## src/rtl/composite_sync_decoder.sv

```systemverilog
// Sync separator for an 8-bit composite stream: slices, de-glitches and classifies sync pulses.
// Latency: filtered sync lags video by 3 samples; strobes fire 1 cycle after the filtered trailing edge.
// Backpressure: none; one sample is consumed every clock and nothing can stall the stream.
module composite_sync_decoder #(
  parameter int SYNC_THRESHOLD = 26,
  parameter int SYNC_HYST      = 4,
  parameter int GLITCH         = 3,
  parameter int EQ_MAX         = 80,
  parameter int HSYNC_MIN      = 96,
  parameter int HSYNC_MAX      = 160,
  parameter int VSYNC_MIN      = 400,
  parameter int LINE_TOL       = 8,
  parameter int BP_OFFSET      = 40
) (
  input  logic        clk,
  input  logic        reset,
  input  logic [7:0]  video,
  output logic        sync,
  output logic        newline,
  output logic        newframe,
  output logic        field,
  output logic [9:0]  line_count,
  output logic [11:0] line_period,
  output logic        locked,
  output logic [7:0]  black_level,
  output logic        pulse_error
);

  localparam int GW = $clog2(GLITCH + 1);

  logic          raw_q;
  logic          raw_nxt;
  logic [GW-1:0] glitch_cnt;
  logic [11:0]   width_cnt;
  logic [11:0]   period_cnt;
  logic [2:0]    broad_cnt;
  logic [3:0]    stable_cnt;
  logic          bp_active;
  logic [9:0]    bp_sum;

  logic          flip;
  logic          lead;
  logic          trail;
  logic          hs_evt;
  logic          br_evt;
  logic          err_evt;
  logic          in_tol;
  logic          timeout;
  logic [11:0]   per_diff;

  // Slicer with hysteresis: between the two levels the previous decision is held.
  always_comb begin
    raw_nxt = raw_q;
    if (int'(video) < SYNC_THRESHOLD)
      raw_nxt = 1'b1;
    else if (int'(video) >= SYNC_THRESHOLD + SYNC_HYST)
      raw_nxt = 1'b0;
  end

  // Edge detection, pulse classification and line-period comparison.
  always_comb begin
    flip     = (raw_q != sync) && (glitch_cnt == GW'(GLITCH - 1));
    lead     = flip && !sync;
    trail    = flip && sync;
    hs_evt   = trail && (width_cnt >= 12'(HSYNC_MIN)) && (width_cnt <= 12'(HSYNC_MAX));
    br_evt   = trail && (width_cnt >= 12'(VSYNC_MIN));
    err_evt  = trail && (width_cnt > 12'(EQ_MAX)) && !hs_evt && !br_evt;
    per_diff = (period_cnt >= line_period) ? (period_cnt - line_period)
                                           : (line_period - period_cnt);
    in_tol   = per_diff <= 12'(LINE_TOL);
    timeout  = {1'b0, period_cnt} > {line_period, 1'b0};
  end

  // Glitch filter: sync follows raw only after GLITCH consecutive disagreeing cycles.
  always_ff @(posedge clk or posedge reset) begin
    if (reset) begin
      raw_q      <= 1'b0;
      sync       <= 1'b0;
      glitch_cnt <= '0;
    end else begin
      raw_q <= raw_nxt;
      if (raw_q == sync) begin
        glitch_cnt <= '0;
      end else if (flip) begin
        sync       <= raw_q;
        glitch_cnt <= '0;
      end else begin
        glitch_cnt <= glitch_cnt + 1'b1;
      end
    end
  end

  // Pulse width: counts the cycles sync is high, so the trailing edge sees the full width.
  always_ff @(posedge clk or posedge reset) begin
    if (reset)
      width_cnt <= '0;
    else if (lead)
      width_cnt <= 12'd1;
    else if (sync && width_cnt != 12'hFFF)
      width_cnt <= width_cnt + 12'd1;
  end

  // Line/frame bookkeeping on classified pulses; three broad pulses arm the next newframe.
  always_ff @(posedge clk or posedge reset) begin
    if (reset) begin
      newline     <= 1'b0;
      newframe    <= 1'b0;
      pulse_error <= 1'b0;
      field       <= 1'b0;
      line_count  <= '0;
      broad_cnt   <= '0;
    end else begin
      newline     <= hs_evt;
      newframe    <= hs_evt && (broad_cnt >= 3'd3);
      pulse_error <= err_evt;
      if (hs_evt) begin
        broad_cnt <= '0;
        if (broad_cnt >= 3'd3) begin
          field      <= ~field;
          line_count <= '0;
        end else if (line_count != 10'h3FF) begin
          line_count <= line_count + 10'd1;
        end
      end else if (br_evt && broad_cnt != 3'd7) begin
        broad_cnt <= broad_cnt + 3'd1;
      end
    end
  end

  // Period measurement and lock; a real hsync outranks a coincident timeout.
  always_ff @(posedge clk or posedge reset) begin
    if (reset) begin
      period_cnt  <= '0;
      line_period <= '0;
      stable_cnt  <= '0;
      locked      <= 1'b0;
    end else if (hs_evt) begin
      line_period <= period_cnt;
      period_cnt  <= 12'd1;
      if (in_tol) begin
        stable_cnt <= (stable_cnt == 4'd8) ? 4'd8 : stable_cnt + 4'd1;
        locked     <= stable_cnt >= 4'd7;
      end else begin
        stable_cnt <= '0;
        locked     <= 1'b0;
      end
    end else begin
      if (period_cnt != 12'hFFF)
        period_cnt <= period_cnt + 12'd1;
      if (timeout) begin
        stable_cnt <= '0;
        locked     <= 1'b0;
      end
    end
  end

  // Back-porch black level: average four samples; any new sync pulse abandons the window.
  always_ff @(posedge clk or posedge reset) begin
    if (reset) begin
      bp_active   <= 1'b0;
      bp_sum      <= '0;
      black_level <= '0;
    end else if (lead) begin
      bp_active <= 1'b0;
    end else if (hs_evt) begin
      bp_active <= 1'b1;
    end else if (bp_active) begin
      if (period_cnt == 12'(BP_OFFSET))
        bp_sum <= {2'b00, video};
      else if (period_cnt > 12'(BP_OFFSET) && period_cnt <= 12'(BP_OFFSET + 3))
        bp_sum <= bp_sum + {2'b00, video};
      else if (period_cnt == 12'(BP_OFFSET + 4)) begin
        black_level <= bp_sum[9:2];
        bp_active   <= 1'b0;
      end
    end
  end

endmodule

```

## config.mk

```make
export PLATFORM = sky130hd
export DESIGN_NAME = composite_sync_decoder
export DESIGN_NICKNAME = d
export VERILOG_FILES = /design/src/rtl/composite_sync_decoder.sv
export SDC_FILE = /design/constraint.sdc
export NUM_CORES = 1
export LEC_CHECK = 0
export CORE_MARGIN = 5
export CORE_UTILIZATION = 40
export CTS_CLUSTER_SIZE = 24
export DETAILED_ROUTE_END_ITERATION = 7
export PLACE_DENSITY = 0.59
export SYNTH_ARGS = -nofsm -noshare
export SYNTH_HDL_FRONTEND = slang
export SYNTH_SLANG_ARGS = --single-unit
```

## constraint.sdc

```tcl
create_clock -name clk -period 8.2 [get_ports clk]
set_clock_uncertainty 0.15 [all_clocks]
set_input_delay 1.64 -clock clk [delete_from_list [all_inputs] [get_ports clk]]
set_output_delay 1.64 -clock clk [all_outputs]
set_load 0.01 [all_outputs]
```

### Yosys cells after proc, flatten, opt, wreduce, memory -nomap -nowiden

Index checks and enable logic that the tools add are counted.

* register bits: 81
* input bits: 10

* add/subtract/negate cells: 9
* $lt $le $gt $ge: 13
* equal/unequal tests: 10
* muxes and demuxes: 28
* bitwise operators: 6
* reductions and logical operators: 28

Operators with widths (count)
* 2-to-1 mux 12 bit: 5
* 2-to-1 mux 10 bit: 4
* adder 12 x 1 -> 12 bit, second input constant: 2
* == test 12 x 6 -> 1 bit, second input constant: 2
* inequality test 12 bit, second input constant: 2
* subtractor 12 bit: 2
* 2-to-1 mux 4 bit: 4
* nonzero test 2 bit: 7
* > comparator 12 x 13 -> 1 bit: 1
* logical AND 1 bit: 13
* >= comparator 12 bit: 1
* >= comparator 12 x 7 -> 1 bit, second input constant: 1
* >= comparator 12 x 9 -> 1 bit, second input constant: 1
* > comparator 12 x 6 -> 1 bit, second input constant: 1
* > comparator 12 x 7 -> 1 bit, second input constant: 1
* less-or-equal comparator 12 x 4 -> 1 bit, second input constant: 1
* less-or-equal comparator 12 x 6 -> 1 bit, second input constant: 1
* less-or-equal comparator 12 x 8 -> 1 bit, second input constant: 1
* 2-to-1 mux 1 bit: 11
* adder 10 x 1 -> 10 bit, second input constant: 1
* adder 10 x 8 -> 10 bit: 1
* inequality test 10 bit, second input constant: 1
* >= comparator 8 x 5 -> 1 bit, second input constant: 1
* < comparator 8 x 5 -> 1 bit, second input constant: 1
* 17 further kinds: 28

### Depth between registers and ports, before layout

Gate-level depths: netlist of the first run.

* depth in word-level cells: 8
* mapped depth: 12
* depth with buffers taken out: 12

### Worst setup path before layout of the first run

Ideal clock, no wire load.

* path kind: input to register
* start: input video[0]
* end: register bp_sum[8]
* library setup time: 0.127 ns
* arrival time: 3.362 ns
* required time: 7.923 ns
* setup slack: 4.562 ns
* stages on the path: 12
* cells stage by stage: ha_1 inv_1 fa_1 nor2b_1 o21ai_0 a21boi_0 o21ai_0 a21boi_0 o21a_1 o21ai_0 xor2_1 nor2_1

* cells in the longest elaborated chain, start to end: 3

RTL lines
* start: declaration: RTL line 17 `input logic [7:0] video,`
* adder 10 x 8 -> 10 bit: RTL line 171 `bp_sum <= bp_sum + {2'b00, video};`
* 2-to-1 mux 10 bit: RTL line 170 `else if (period_cnt > 12'(BP_OFFSET) && period_cnt <= 12'(BP_OFFSET + 3))`
* 2-to-1 mux 10 bit: RTL line 168 `if (period_cnt == 12'(BP_OFFSET))`
* end signal: assignment: RTL line 169 `bp_sum <= {2'b00, video};`
* end signal: assignment: RTL line 171
* end: declaration: RTL line 39 `logic [9:0] bp_sum;`

No other way between the ends. The select of a mux whose other input is x is not followed.
A chain may end at the register's enable or synchronous reset.

### Final worst setup path of the first run

* start: register line_period[0]
* end: register stable_cnt[0]

* cells in the longest elaborated chain, start to end: 5
* elaborated cells between the ends (all ways): 9

RTL lines
* start: declaration: RTL line 23 `output logic [11:0] line_period,`
* start signal: assignment: RTL line 138 `line_period <= period_cnt;`
* subtractor 12 bit (tied with other cells): RTL line 69 `: (line_period - period_cnt);`
* 2-to-1 mux 12 bit: RTL line 68 `per_diff = (period_cnt >= line_period) ? (period_cnt - line_period)`
* less-or-equal comparator 12 x 4 -> 1 bit: RTL line 70 `in_tol = per_diff <= 12'(LINE_TOL);`
* 2-to-1 mux 4 bit: RTL line 140 `if (in_tol) begin`
* 2-to-1 mux 4 bit: RTL line 137 `end else if (hs_evt) begin`
* end signal: assignment: RTL line 141 `stable_cnt <= (stable_cnt == 4'd8) ? 4'd8 : stable_cnt + 4'd1;`
* end: declaration: RTL line 37 `logic [3:0] stable_cnt;`

Several ways; a longest one is shown, not always the timed one.

==> reports/metrics.cfg, run 1 <==
[status]
status=finished, final reports clean

[floorplanning]
num_rows=42
die_area_um2=16200
die_w_um=127
start_util_pct=41.2
io_pins=46
die_height_um=127
coreArea_um2=13300

[grt]
grt_max_degree=82
grt-ovfl-total=0
grt_pass1_wl_mm=22.0
antenna_found_initial=0
grt_pass1_vias=4518
grt_usage_pct=16.6

[synth]
syn-mean-instance-area_um2=8.83
ys_ff_latch=81
synth_top_area_share_pct=36.8
synth_top_area_cell=dfrtp_1
synth_area_um2=5500
ys_seq_area_share_pct=36.8
yosysUniqueCellTypes=59
synthCells=623
synth_edf_count=0
synthTopCellsByCount=dfrtp_1, nor2_1, ha_1, inv_1, nand2_1
ys.flop_type=dfrtp_1
ys_top_cells_by_area=dfrtp_1, ha_1, nor2_1
synthesis.nets=686
synth_most_common_cell=dfrtp_1
async_flop_share_pct=100
yosys_warnings=0

[cells_and_area]
final_area_um2=6470
drive_above_1_share_pct=5.66
antenna-diode-count=0
ff_latch_area_um2=2030
fill_cells=1277
fin_nets=729
multi_input_area_um2=3230
layoutNonFillerInstCount=847
area_growth_syn_to_layout_pct=17.7

[detailed_routing]
drt_iter0_markers=211
vias=4599
routed_wirelength_mm=13.0
ant_nets=0
via_per_inst=5.43
drtPass1Iterations=5
drc=0
drt-wirelength-per-cell_um=15.3

[power_and_ir_drop]
p_sw_w=0.000211
ir_worst_vdd_v=0.000150
power_w=0.000918
p_leak_nw=2.89
pwr-share-seq_pct=45.3
powerDensity_nw_per_um2=142
p_int_w=0.000707
p_sw_share_pct=23.0
combPwrFrac_pct=6.2
power_frac_clock_pct=48.5

[clock_tree]
clk_pin_slew_ns=0.07
numCtsBuffers=9
hold_buffers=0
cts_tree=done
post_cts_resized=0
clock_latency_ns=0.35
cts_htree_levels=3
clock_path_buffers=2
cts_setup_buffers=0
clock_sinks=81
root_buffer=clkbuf_16

[placed_design]
dp_cells=831
gp_congestion=0.937
place_area_um2=6140
portBuffers=45
dpl.hpwl_mm=9.68

[job]
max-cap-violations=0

[timing]
finalSetupViolations=0
fin_tns_setup_ns=0
worst-slew-pin-transition_ns=1.03
slew_headroom_pct=31.1
drv_slew=0
hold_slack_ns=0.306
rsz0062_at_grt=no
min_period_over_period_pct=50.3
finalHoldViolations=0
min_period_ns=4.13
max_freq_mhz=242

[critical_path]
timing.rr.end=stable_cnt[0]
ff2ff_path_depth=11
start_kind=register
r2r_slack_ns=4.07
cp-end-kind=register
cp_max_fo=7
crit_type=register to register
arrival_ns=4.27
cp.required_ns=8.34
rr_startpoint=line_period[0]

[min_path]
hold_depth=1
hold_path.class=register to register
min-delay-start=glitch_cnt[1]
min_to=glitch_cnt[0]

-- how the worst max path moves through the flow --
stage | from | end | slack (ns) | depth (start not counted)
after floorplan | reset | black_level[0] | 4.33 | 1
after global placement | video[0] | bp_sum[8] | 3.93 | 13
after detailed placement | video[1] | bp_sum[8] | 3.86 | 12
after CTS | line_period[0] | stable_cnt[0] | 4.10 | 11
after global routing | line_period[0] | stable_cnt[0] | 3.85 | 11
final | line_period[0] | stable_cnt[0] | 4.07 | 11
-- worst max-delay path, cell delays in order, from the launching register on --
cell	delay [ns]
dfrtp_1	0.42
inv_1	0.07
ha_1	0.34
nand2b_1	0.16
a2111oi_0	0.62
o31a_1	0.32
nand2_1	0.24
or4b_1	0.62
a22o_1	0.21
or4b_4	0.54
nor4_1	0.28
a21o_1	0.12
-- cells by family (layout without fill, tap and decap cells) --
| logic type | count (synthesis) | in the layout | synth area share (%) |
|---|---|---|---|
| flops | 81 | 81 | 36.8 |
| mux | 20 | 20 | 3.87 |
| simple gates | 224 | 224 | 20.4 |
| xor+xnor | 33 | 33 | 5.25 |
| compound gates | 146 | 146 | 16.8 |
| fa+ha+maj | 53 | 53 | 12.2 |
| buf+inv | 66 | 114 | 4.64 |
-- state kept, by name (all words and copies together) (netlist names) --
name	flops
black_level	8
raw_q	1
width_cnt	12
newframe	1
bp_sum	10
glitch_cnt	2
pulse_error	1
field	1
newline	1
bp_active	1
line_count	10
locked	1
line_period	12
broad_cnt	3
sync	1
period_cnt	12
stable_cnt	4
-- stage by stage --
stage / setup WS [ns] / util (%)
after floorplan: 4.33 / -
after global placement: 3.93 / 46.0
after detailed placement: 3.86 / 46.0
after CTS: 4.10 / 48.5
after global routing: 3.85 / 48.5
final: 4.07 / 48.5
-- placed cells by master, fill, tap and decap left out, types with 3 or more instances in the layout --
cell type and n:
nand4_1 13, o21ai_0 30, mux2i_1 10, clkdlybuf4s50_1 45
xor2_1 16, o21bai_1 3, nand2b_1 10, ha_1 52
nor2_1 66, o21a_1 9, or3_1 15, clkbuf_16 9
nor2b_1 8, o31ai_1 3, and3_1 4, nand3b_1 3
nand3_1 17, a21oi_1 37, a31oi_1 9, mux2_2 10
or4_1 3, o21ai_1 8, buf_4 4, nor4_1 7
a211oi_1 9, nand2_1 48, o211ai_1 4, inv_1 48
nor3_1 14, dfrtp_1 81, a2111oi_0 3, xnor2_1 17
a21o_1 12
-- layout make-up --
type                    instances  share of cell area [%]
clock inverters                 6                    1.39
flip-flops and latches         81                    31.3
repair buffers                 49                    7.42
inverters                      49                    2.86
well taps                     176                    3.40
multi-input cells             476                    49.9
clock buffers                  10                    3.69
-- metal layers --
layer / track usage, % / wire length [µm]
met1: 21.2 / 6000
met2: 27.1 / 6250
met5: 0 / 0
met3: 3.63 / 419
met4: 6.88 / 282
-- power by group through the flow --
stage	clock network, W	registers [W]	logic (W)
floorplan	0	0.000421	0.0000408
global placement	0	0.000423	0.0000560
detailed placement	0	0.000423	0.0000582
CTS	0.000457	0.000416	0.0000585
global route	0.000475	0.000417	0.0000664
finish	0.000446	0.000416	0.0000569
(Power assumes the default switching activity.)
==> inputs of run 2 (changes only) <==
==> constraint.sdc (replaced) <==
create_clock -name clk -period 4.1 [get_ports clk]
set_clock_uncertainty 0.15 [all_clocks]
set_input_delay 0.82 -clock clk [delete_from_list [all_inputs] [get_ports clk]]
set_output_delay 0.82 -clock clk [all_outputs]
set_load 0.01 [all_outputs]
==> reports/metrics.cfg, run 2 (same netlist as run 1, synthesis figures left out) <==
[cells_and_area]
area_growth_syn_to_layout_pct=18.6  ; was 17.7%
drive_above_1_share_pct=6.50  ; was 5.66%
fin_util_pct=48.9  ; was 48.5%
fin_nets=735  ; was 729
final_area_um2=6530  ; was 6470 µm²
layout_common_cells=dfrtp_1, nor2_1, ha_1  ; unchanged
fill_cells=1299  ; was 1277
antenna-diode-count=0  ; unchanged
reg.largest.list=line_period: 12 flops, period_cnt: 12 flops, width_cnt: 12 flops  ; unchanged
layout_commonest_cell=dfrtp_1  ; unchanged

[clock_tree]
cts_htree_levels=3  ; unchanged
clock_sinks=81  ; unchanged
clock_latency_ns=0.34  ; was 0.35 ns
numCtsBuffers=9  ; unchanged
clk_pin_slew_ns=0.06  ; was 0.07 ns
cts_setup_buffers=0  ; unchanged
cts_tree=done  ; unchanged
clock_path_buffers=2  ; unchanged
root_buffer=clkbuf_16  ; unchanged

[floorplanning]
die_w_um=127  ; unchanged
io_pins=46  ; unchanged
start_util_pct=41.2  ; unchanged
num_rows=42  ; unchanged
coreArea_um2=13300  ; unchanged
die_height_um=127  ; unchanged
die_area_um2=16200  ; unchanged

[placed_design]
gp_congestion=0.875  ; was 0.937
portBuffers=45  ; unchanged
place_area_um2=6190  ; was 6140 µm²
dpl.hpwl_mm=10.2  ; was 9.68 mm

[power_and_ir_drop]
p_leak_nw=2.92  ; was 2.89 nW
powerDensity_nw_per_um2=283  ; was 142 nW/µm²
ir_worst_vdd_v=0.000192  ; was 0.000150 V
combPwrFrac_pct=6.2  ; about the same
power_frac_clock_pct=48.8  ; was 48.5%
p_int_w=0.00143  ; was 0.000707 W
p_sw_w=0.000415  ; was 0.000211 W
pwr-share-seq_pct=45.0  ; was 45.3%
p_sw_share_pct=22.5  ; was 23.0%

[critical_path]
timing.rr.end=stable_cnt[0]  ; unchanged
arrival_ns=3.97  ; was 4.27 ns
start_kind=register  ; unchanged
rr_startpoint=line_period[0]  ; unchanged
ff2ff_path_depth=11  ; unchanged
r2r_slack_ns=0.25  ; was 4.07 ns
cp.required_ns=4.23  ; was 8.34 ns
cp_max_fo=5  ; was 7
cp-end-kind=register  ; unchanged
crit_type=register to register  ; unchanged

[detailed_routing]
routed_wirelength_mm=13.4  ; was 13.0 mm
drt_iter0_markers=148  ; was 211
drtPass1Iterations=4  ; was 5
drt-wirelength-per-cell_um=15.7  ; was 15.3 µm
via_per_inst=5.43  ; about the same
drc=0  ; unchanged
ant_nets=0  ; unchanged
vias=4629  ; was 4599

[timing]
finalSetupViolations=0  ; unchanged
worst-slew-pin-transition_ns=0.851  ; was 1.03 ns
min_period_ns=3.85  ; was 4.13 ns
rsz0062_at_grt=no  ; unchanged
slew_headroom_pct=43.2  ; was 31.1%
min_period_over_period_pct=93.8  ; was 50.3%
drv_slew=0  ; unchanged
fin_tns_setup_ns=0  ; unchanged
finalHoldViolations=0  ; unchanged
max_freq_mhz=260  ; was 242 MHz

[grt]
grt-busiest-layer=met2  ; unchanged
use_met3_pct=2.80  ; was 3.63%
grt_usage_pct=17.1  ; was 16.6%
grt-ovfl-total=0  ; unchanged
grt_max_degree=48  ; was 82
grt_pass1_vias=4604  ; was 4518
use_met2_pct=28.3  ; was 27.1%
antenna_found_initial=0  ; unchanged
met1_usage_pct=22.1  ; was 21.2%
grt_pass1_wl_mm=22.6  ; was 22.0 mm

[job]
max-cap-violations=0  ; unchanged

[min_path]
min_to=glitch_cnt[0]  ; unchanged
min-delay-start=glitch_cnt[0]  ; was glitch_cnt[1]
hold_depth=1  ; unchanged
hold_path.class=register to register  ; unchanged

[status]
status=finished, final reports clean  ; unchanged

[run 2: changes by cell type in the layout (fill, tap and decap cells not counted), sizes merged]
| cell | change |
|---|---|
| inv | -1 |
| clkbuf | +2 |
| clkinv | -2 |
| clkinvlp | +1 |
| buf | +6 |
[run 2: per-stage QoR]
step,std cells,setup WS (ns),power (W),hold slack [ns]
2_1_floorplan,623,0.484,0.000923,0.274
3_3_place_gp,837,0.238,0.000958,0.287
3_5_place_dp,837,0.112,0.000961,0.301
4_1_cts,853,0.0784,0.00187,0.307
5_1_grt,853,0.0780,0.00192,0.326
6_report,853,0.254,0.00185,0.305
[run 2: worst max-delay path, cell delays in order (launching register included)]
cell and delay (ns):
dfrtp_1 0.42, inv_1 0.06, ha_1 0.34, nand2b_1 0.16
a2111oi_1 0.60, o31a_1 0.34, nand2_1 0.10, or4b_1 0.53
a22o_1 0.19, or4b_4 0.52, nor4_1 0.26, a21o_1 0.12
[run 2: final cells by class]
type	count	area, µm²	share of cell area (%)
clock buffer	12	256	3.93
clock inverter	4	75.1	1.15
inverter	49	185	2.84
multi-input combinational	476	3240	49.6
sequential	81	2030	31.1
tap	176	220	3.37
timing repair buffer	55	526	8.05
[run 2: worst max-delay path by stage]
stage | startpoint | to | cells after the start
4_1_cts | line_period[1] | stable_cnt[3] | 11
5_1_grt | line_period[0] | stable_cnt[3] | 11
6_report | line_period[0] | stable_cnt[0] | 11
2_1_floorplan | line_period[0] | stable_cnt[0] | 11
3_3_place_gp | line_period[1] | stable_cnt[0] | 11
3_5_place_dp | line_period[1] | stable_cnt[3] | 11
[run 2: power groups by stage]
| stage | combinational (W) | clock [W] | sequential (W) |
|---|---|---|---|
| floorplan | 0.0000816 | 0 | 0.000842 |
| global placement | 0.000113 | 0 | 0.000845 |
| detailed placement | 0.000116 | 0 | 0.000846 |
| CTS | 0.000116 | 0.000926 | 0.000831 |
| global route | 0.000132 | 0.000959 | 0.000833 |
| finish | 0.000114 | 0.000900 | 0.000831 |
[run 2: timing repair]
item	CTS	global route
gates resized for setup	0	2
setup endpoints to repair	0	3
endpoints found under the hold margin	0	0
hold buffers	0	0
[run 2: per-layer routing]
metal | vias to the layer above | routed length, µm
li1 | 2309 | -
met1 | 2231 | 6300
met2 | 69 | 6440
met3 | 20 | 334
met4 | 0 | 320
met5 | - | 0
